===== src/rtl/pe_out_collector_pkg.sv =====
// Shared types and helpers for the PE output collector.
package pe_out_collector_pkg;

  typedef enum logic [1:0] {
    IDLE       = 2'd0,
    DRAIN      = 2'd1,
    DRAIN_PEND = 2'd2
  } state_e;

  // Full-precision PSUM width for the default configuration.
  localparam int unsigned DEF_PSUM_WIDTH = 16;

  // Width of one PE result: feature width plus weight width.
  function automatic int unsigned psum_width(input int unsigned i_w, input int unsigned f_w);
    return i_w + f_w;
  endfunction

  // Largest value representable in a signed w-bit word.
  function automatic longint signed sat_max(input int unsigned w);
    return (64'sd1 <<< (w - 1)) - 64'sd1;
  endfunction

  // Smallest value representable in a signed w-bit word.
  function automatic longint signed sat_min(input int unsigned w);
    return -(64'sd1 <<< (w - 1));
  endfunction

endpackage


===== src/rtl/psum_narrow.sv =====
// Combinational narrowing of a signed PSUM to the output word width.
// PE_OUT_COLLECTOR_SAT_EN defined: saturate; undefined: two's-complement truncation.
module psum_narrow
  import pe_out_collector_pkg::*;
#(
  parameter int unsigned P_WIDTH = DEF_PSUM_WIDTH,
  parameter int unsigned O_WIDTH = 16
) (
  input  logic signed [P_WIDTH-1:0] in_i,
  output logic signed [O_WIDTH-1:0] out_o
);

  if (O_WIDTH == P_WIDTH) begin : g_pass
    assign out_o = in_i;
  end else begin : g_narrow
`ifdef PE_OUT_COLLECTOR_SAT_EN
    // Clamp to the signed output range.
    always_comb begin
      out_o = in_i[O_WIDTH-1:0];
      if (longint'(in_i) > sat_max(O_WIDTH)) begin
        out_o = O_WIDTH'(sat_max(O_WIDTH));
      end else if (longint'(in_i) < sat_min(O_WIDTH)) begin
        out_o = O_WIDTH'(sat_min(O_WIDTH));
      end
    end
`else
    logic unused_hi;
    assign unused_hi = ^in_i[P_WIDTH-1:O_WIDTH];
    // Keep the low bits only.
    always_comb begin
      out_o = in_i[O_WIDTH-1:0];
    end
`endif
  end

endmodule


===== src/rtl/pe_out_collector.sv =====
// Double-buffered snapshot of N PE results, drained one word per transfer.
// Narrowing mode selected by PE_OUT_COLLECTOR_SAT_EN (see psum_narrow).
module pe_out_collector
  import pe_out_collector_pkg::*;
#(
  parameter int unsigned I_WIDTH   = 8,
  parameter int unsigned F_WIDTH   = 8,
  parameter int unsigned N         = 3,
  parameter int unsigned O_WIDTH   = 16,
  parameter int unsigned IDX_WIDTH = (N > 1) ? $clog2(N) : 1
) (
  input  logic                                 clk_i,
  input  logic                                 rst_i,
  input  logic [N*(I_WIDTH+F_WIDTH)-1:0]       pe_out_i,
  input  logic                                 capture_i,
  input  logic                                 out_ready_i,
  output logic                                 out_valid_o,
  output logic signed [O_WIDTH-1:0]            out_data_o,
  output logic [IDX_WIDTH-1:0]                 out_idx_o,
  output logic                                 out_last_o,
  output logic                                 busy_o,
  output logic                                 overflow_o
);

  localparam int unsigned PSUM_W = psum_width(I_WIDTH, F_WIDTH);

  state_e                state_q, state_d;
  logic [IDX_WIDTH-1:0]  idx_q, idx_d;
  logic                  sel_q, sel_d;     // buffer currently being drained
  logic [1:0]            bval_q, bval_d;
  logic                  ovf_q, ovf_d;
  logic [PSUM_W-1:0]     buf_q [2][N];

  logic                  wr_en;
  logic                  wr_sel;
  logic                  is_last;
  logic                  xfer;
  logic                  last_xfer;
  logic [PSUM_W-1:0]     rd_word;
  logic signed [O_WIDTH-1:0] narrow_w;

  assign is_last   = (idx_q == IDX_WIDTH'(N - 1));
  assign xfer      = out_valid_o && out_ready_i;
  assign last_xfer = xfer && is_last;

  // Next state: buffer bookkeeping, read index and capture acceptance.
  // On a last transfer the drained buffer is freed first, so a same-cycle
  // capture always has a free buffer to land in.
  always_comb begin
    state_d = state_q;
    idx_d   = idx_q;
    sel_d   = sel_q;
    bval_d  = bval_q;
    ovf_d   = ovf_q;
    wr_en   = 1'b0;
    wr_sel  = sel_q;
    if (xfer) begin
      idx_d = is_last ? '0 : idx_q + 1'b1;
    end
    case (state_q)
      IDLE: begin
        if (capture_i) begin
          wr_en          = 1'b1;
          wr_sel         = sel_q;
          bval_d[sel_q]  = 1'b1;
          idx_d          = '0;
          state_d        = DRAIN;
        end
      end
      DRAIN: begin
        if (last_xfer) begin
          bval_d[sel_q] = 1'b0;
        end
        if (capture_i) begin
          wr_en          = 1'b1;
          wr_sel         = ~sel_q;
          bval_d[~sel_q] = 1'b1;
          if (last_xfer) begin
            sel_d   = ~sel_q;
            state_d = DRAIN;
          end else begin
            state_d = DRAIN_PEND;
          end
        end else if (last_xfer) begin
          state_d = IDLE;
        end
      end
      DRAIN_PEND: begin
        if (last_xfer) begin
          bval_d[sel_q] = 1'b0;
          sel_d         = ~sel_q;
          state_d       = DRAIN;
          if (capture_i) begin
            wr_en         = 1'b1;
            wr_sel        = sel_q;
            bval_d[sel_q] = 1'b1;
            state_d       = DRAIN_PEND;
          end
        end else if (capture_i) begin
          ovf_d = 1'b1;
        end
      end
      default: state_d = IDLE;
    endcase
  end

  // Control state registers.
  always_ff @(posedge clk_i or negedge rst_i) begin
    if (!rst_i) begin
      state_q <= IDLE;
      idx_q   <= '0;
      sel_q   <= 1'b0;
      bval_q  <= '0;
      ovf_q   <= 1'b0;
    end else begin
      state_q <= state_d;
      idx_q   <= idx_d;
      sel_q   <= sel_d;
      bval_q  <= bval_d;
      ovf_q   <= ovf_d;
    end
  end

  // Snapshot buffers: copy all N slices into the selected buffer on capture.
  always_ff @(posedge clk_i or negedge rst_i) begin
    if (!rst_i) begin
      for (int unsigned b = 0; b < 2; b++) begin
        for (int unsigned r = 0; r < N; r++) begin
          buf_q[b][r] <= '0;
        end
      end
    end else if (wr_en) begin
      for (int unsigned r = 0; r < N; r++) begin
        buf_q[wr_sel][r] <= pe_out_i[r*PSUM_W +: PSUM_W];
      end
    end
  end

  assign rd_word = buf_q[sel_q][idx_q];

  psum_narrow #(
    .P_WIDTH (PSUM_W),
    .O_WIDTH (O_WIDTH)
  ) u_narrow (
    .in_i  (rd_word),
    .out_o (narrow_w)
  );

  // Outputs are forced to zero whenever nothing is being emitted.
  always_comb begin
    busy_o      = (state_q != IDLE);
    out_valid_o = busy_o;
    out_data_o  = out_valid_o ? narrow_w : '0;
    out_idx_o   = out_valid_o ? idx_q : '0;
    out_last_o  = out_valid_o && is_last;
    overflow_o  = ovf_q;
  end

endmodule


===== config.mk =====
export PLATFORM = sky130hd
export DESIGN_NAME = pe_out_collector
export DESIGN_NICKNAME = d
export VERILOG_FILES = /design/src/rtl/pe_out_collector_pkg.sv /design/src/rtl/psum_narrow.sv /design/src/rtl/pe_out_collector.sv
export SDC_FILE = /design/constraint.sdc
export NUM_CORES = 1
export LEC_CHECK = 0
export ABC_CLOCK_PERIOD_IN_PS = 5700
export CORE_MARGIN = 2
export CORE_UTILIZATION = 58
export DETAILED_ROUTE_END_ITERATION = 10
export GPL_TIMING_DRIVEN = 0
export PLACE_DENSITY_LB_ADDON = 0.3
export SYNTH_ARGS = -nofsm -noshare
export SYNTH_HDL_FRONTEND = slang
export SYNTH_SLANG_ARGS = --single-unit

===== constraint.sdc =====
create_clock -name clk_i -period 5.7 [get_ports clk_i]
set_input_delay 0.57 -clock clk_i [delete_from_list [all_inputs] [get_ports clk_i]]
set_output_delay 0.57 -clock clk_i [all_outputs]
set_load 0.1 [all_outputs]

==> run metrics <==
leftover overflow at the end of global routing 0; critical path class register to output port; post-synthesis cell area between 4000 and 5000 sq um; share of synthesized area occupied by flip-flops and latches between 50% and 60%; top fanout value on the critical path 10; site row count 32; vertical die dimension 94.2 um; CTS tree done; number of antenna violations at the first check in global routing 0; peak clock frequency supported by timing 259 MHz; DIE AREA 8880 sq um; detailed-placement wirelength estimate 7200 um; setup violators final 0; I/O Buffers 72; Reg clk slew, reported paths around 100 ps; detailed-routing iteration count for the pre-antenna-repair pass 4; reg-to-reg slack, setup 3710 ps; weighted congestion reported at the end of routability-driven placement 0.843; clock network latency to the later pin of the worst-skew pair 360 ps; maximum capacitance violations 0; synthesized flop and latch total 102; H-tree Lvls 3; drc violations 0; reg-to-reg critical path startpoint idx_q[1]; global-route wire length before repair 16200 um; largest net degree at the start of global routing 75; most frequent cells in the layout sky130_fd_sc_hd__dfrtp_1 (102), sky130_fd_sc_hd__mux2_2 (94), sky130_fd_sc_hd__clkdlybuf4s50_1 (71); wire length after detailed routing 10100 um; WP data arrival ~3300 ps; layout cell share with drive strength beyond 1 38.1%; number of clock sinks roughly 100; initial drt markers between 90 and 100; endpoints failing hold 0; vias in the first global route 3156; vias per cell 5.89; fin crit period roughly 3900 ps; unrepaired setup endpoints after global routing false; Area growth syn-to-layout 23.4%; Worst Reg-to-Reg Cells 6; distinct cell type count after synthesis 30; top-level I/O count 74; syn_nets 357; vias after detailed routing 2923; mean area per synthesized cell 15.5 sq um; final max-slew violation count 0; capture instance of the worst register-to-register path buf_q[9]; TritonCTS Buffers 9; nature of the critical path startpoint register; number of synthesis warnings 0; Initial Utilization 60.5%; Setup Fix Bufs, Post-CTS 0; critical path endpoint category output port; Final TNS setup 0 ps; normalized max-slew margin 34.7%; Tightest Pin Transition 976 ps; count of nets after finishing about 440; final clock skew 5.73 ps; cell taking the most area after synthesis sky130_fd_sc_hd__dfrtp_1; Root Driver sky130_fd_sc_hd__clkbuf_8; remaining antenna violation count 0; non-filler instance count after layout 496; most common cell after layout, fill and taps aside sky130_fd_sc_hd__dfrtp_1; fraction of post-synthesis cell area in the top cell type by area ~54%; global-route usage over all layers 24.5%; cell count after synthesis 305; Min-Delay Path Class input port to async pin; antenna diode instance count 0; result of the run finished, final reports clean; Critical Path RT approximately 5100 ps; most area-consuming cells after synthesis sky130_fd_sc_hd__dfrtp_1 (54%), sky130_fd_sc_hd__mux2_2 (22%), sky130_fd_sc_hd__mux4_2 (7.6%); Gates resized, CTS repair 0; portion of the clock cycle consumed by the worst path in the final layout 67.7%; dpl cells 480; Clock Path Buffers 2; Chip Width 94.2 um; number of buffers inserted by hold repair at cts 0; wire per inst 20.3 um; Core Area between 7000 and 8000 sq um
-- registers in the layout, indices dropped and copies added (netlist names) --
name / cells
buf_q: 96
idx_q: 2
state_q: 2
overflow_o: 1
sel_q: 1
-- per-layer routing --
metal	GRT usage [%]	vias to the layer above	share of wire, %
met5	0	-	0
met2	39.9	80	49
met4	8.94	0	1.9
met3	5.30	19	5.1
met1	32.5	1527	44
li1	-	1297	-
-- worst max-delay path by stage --
stage               depth (start not counted)       start              to
floorplan                                   5  state_q[1]  out_data_o[10]
global placement                            1       rst_i       buf_q[21]
detailed placement                          6  state_q[1]   out_data_o[9]
CTS                                         6  state_q[1]   out_data_o[7]
global route                                5  state_q[1]   out_data_o[7]
finish                                      6  state_q[1]   out_data_o[7]
-- Yosys cell counts (all sizes together) --
| library cell | n |
|---|---|
| dfrtp | 102 |
| mux2 | 97 |
| buf | 18 |
| mux2i | 16 |
| mux4 | 16 |
| o2bb2ai | 16 |
| clkbuf | 5 |
| nor2b | 5 |
| inv | 4 |
| nand3b | 4 |
| nor2 | 3 |
| a21oi | 2 |
| a32o | 2 |
| nand2b | 2 |
| nand3 | 2 |
| o21ai | 2 |
| or3b | 2 |
| xor2 | 2 |
| a41o | 1 |
| nand2 | 1 |
| nor3b | 1 |
| o32ai | 1 |
| or3 | 1 |
-- area by class of cell --
cell class                 instances  area, sq um
buffer                            23          170
sequential                       102         2550
clock inverter                     6         92.6
fill                             532         1980
tap                              102          128
inverter                           4         15.0
timing repair buffer              73          746
multi-input combinational        176         1980
clock buffer                      10          138
-- stage by stage --
step | hold WS [ps] | cell area (sq um) | worst slack (ps) | util (%)
finish | 128 | 5830 | 1840 | 74.6
global route | 150 | 5830 | 1750 | 74.6
CTS | 136 | 5830 | 1870 | 74.6
detailed placement | 459 | 5600 | 2310 | 71.7
global placement | 457 | 5570 | 389 | 71.3
floorplan | 274 | 4720 | 2410 | -
-- worst max-delay path, stage by stage (launching register included) --
cell	delay (ps)
sky130_fd_sc_hd__dfrtp_1	530
sky130_fd_sc_hd__nor2_1	190
sky130_fd_sc_hd__or3b_1	370
sky130_fd_sc_hd__clkbuf_1	190
sky130_fd_sc_hd__buf_2	230
sky130_fd_sc_hd__o2bb2ai_1	230
sky130_fd_sc_hd__clkdlybuf4s50_1	1180
-- cell families (layout without fill, tap and decap cells) --
group	Yosys count	in the layout	synth area share, %
multiplexers	129	129	34.2
flip-flops	102	102	54.1
buffers and inverters	27	116	3.92
AO/OA/AOI/OAI	24	24	4.61
AND/OR/NAND/NOR	21	21	2.89
XOR/XNOR	2	2	0.371
Power is not shown: default switching activity piles up to over one toggle a cycle in this logic, so the estimate is an artifact.
==> edit, RTL diff (config.mk and constraints unchanged) <==
`O_WIDTH` is set to 16 in 2 places; all go to 14.
--- a/src/rtl/psum_narrow.sv
+++ b/src/rtl/psum_narrow.sv
@@ -4,7 +4,7 @@
   import pe_out_collector_pkg::*;
 #(
   parameter int unsigned P_WIDTH = DEF_PSUM_WIDTH,
-  parameter int unsigned O_WIDTH = 16
+  parameter int unsigned O_WIDTH = 14
 ) (
   input  logic signed [P_WIDTH-1:0] in_i,
   output logic signed [O_WIDTH-1:0] out_o
--- a/src/rtl/pe_out_collector.sv
+++ b/src/rtl/pe_out_collector.sv
@@ -6,7 +6,7 @@
   parameter int unsigned I_WIDTH   = 8,
   parameter int unsigned F_WIDTH   = 8,
   parameter int unsigned N         = 3,
-  parameter int unsigned O_WIDTH   = 16,
+  parameter int unsigned O_WIDTH   = 14,
   parameter int unsigned IDX_WIDTH = (N > 1) ? $clog2(N) : 1
 ) (
   input  logic                                 clk_i,
Ports: changed (resized out_data_o); port bits go from 74 to 72. No check against the original RTL was run, so the function may have changed too.
==> edit against the original RTL <==
- sequential share of layout area down 0.41 points
- largest cell class unchanged
- sequential cell count down 12
- wire length down 13%
- cell area down 11%
- critical path depth unchanged
- worst hold slack better by 0.066 ns
- critical path type unchanged
- synthesized area down 11%
- worst setup slack better by 0.093 ns
- highest routed layer unchanged
Power is not shown: default switching activity piles up to over one toggle a cycle in this logic, so the estimate is an artifact.
==> edit: results <==
[outcome]
status = "finished, final reports clean"

[detailed_routing]
wl_met3_um = 372
wl_met1_um = 4000
dr.max_layer_used = "met4"
vias = 2566
finalWirelength_um = 8780
wl_met2_um = 4250
drt-pass1-iter-count = 4
drt-initial-drc-count = 149

[clocking]
clock_path_buffers = 2
cts_max_level = 3
cts_resized = 0
cts_setup_buffers = 0
cts_made_buffers = 9
clkTransAtPathRegs_ns = 0.08
clk-insertion-delay-late_ns = 0.36
root_buffer = "clkbuf_8"

[sta]
clock-skew-final_ns = 0.0153
worst_slew_pin_slew_ns = 0.989

[layout]
fill_cells = 462
n_antenna_cell = 0
largestRegisters = "buf_q x84, idx_q x2, state_q x2"
final_nets = 400
layout-drive-gt1-share = 0.371

[worst_setup_path]
critPathTopFamily = "buffers and inverters"
cp_max_fo = 10
r2r_setup_slack_ns = 3.77
arrival_ns = 3.19
cpMaxStageDelayCell = "clkdlybuf4s50_1"
critPathMaxStageDelay_ns = 1.17

[global_route]
use_met3 = 0.0342
grt_pass1_wl_um = 14100
antenna_found_initial = 0
grt_max_degree = 51
globalRouteMet1Util = 0.355
grt.total_usage = 0.245
grt_use_met2 = 0.381
grt_pass1_vias = 2726

[synth]
ys_types = 30
synth.net_count = 324
synth_area_leaders = "dfrtp_1 (54%), mux2_2 (22%), mux4_2 (7.5%)"
synth_edf_count = 0
yosysSeqAreaShare = 0.538
async_flop_share = 1.00
ys_top_cells_by_count = "dfrtp_1 (90), mux2_2 (82), mux2i_1 (14), mux4_2 (14), o2bb2ai_1 (13)"
ys_warn_count = 0

[place]
port_buffers = 64
gp_congestion = 0.779
post-dp-hpwl_um = 6360

[min_path]
hp-class = "input port to asynchronous set/reset pin"
## edit: cell types whose count changed after synthesis, moves of 2 or more
cell / change
buf_2: -2
nor2_1: +2
mux2_2: -12
buf_6: +4
mux2i_1: -2
mux4_2: -2
dfrtp_1: -12
o2bb2ai_1: -3
buf_4: -3
buf_8: -2
## edit: path summary, 6_finish.rpt
check	startpoint	to	depth (start not counted)
worst max-delay path	sel_q$_DFFE_PN0P_	out_data_o[4]	6
worst min-delay path	rst_i	buf_q[1]$_DFFE_PN0P_	1
worst max register to register	sel_q$_DFFE_PN0P_	buf_q[67]$_DFFE_PN0P_	5
worst min register to register	overflow_o$_DFFE_PN0P_	overflow_o$_DFFE_PN0P_	1
max in group asynchronous	rst_i	buf_q[18]$_DFFE_PN0P_	2
min in group clk_i	overflow_o$_DFFE_PN0P_	overflow_o$_DFFE_PN0P_	1
## edit: kinds of logic (layout without fill, tap and decap cells)
kind of cell           after synthesis  in the layout  synth area share
buffers and inverters               23            104            0.0389
multiplexers                       113            113             0.338
AND/OR/NAND/NOR                     21             21            0.0320
AO/OA/AOI/OAI                       23             23            0.0493
flip-flops                          90             90             0.538
XOR/XNOR                             2              2           0.00419
## edit: stage by stage
step	setup WS (ns)	hold WS [ns]	utilization	area, um2	instances
after floorplan	2.52	0.274	-	4190	272
after global placement	0.913	0.459	0.716	4950	432
after detailed placement	2.32	0.458	0.720	4970	433
after CTS	1.88	0.202	0.751	5190	449
after global routing	1.77	0.233	0.751	5190	449
final	1.94	0.194	0.751	5190	449
## edit: cell type report
type | count | share of cell area
inverter | 4 | 0.00289
buffer | 19 | 0.0285
timing repair buffer | 65 | 0.128
clock buffer | 10 | 0.0246
multi-input combinational | 159 | 0.341
clock inverter | 6 | 0.0174
tap | 96 | 0.0231
sequential | 90 | 0.434
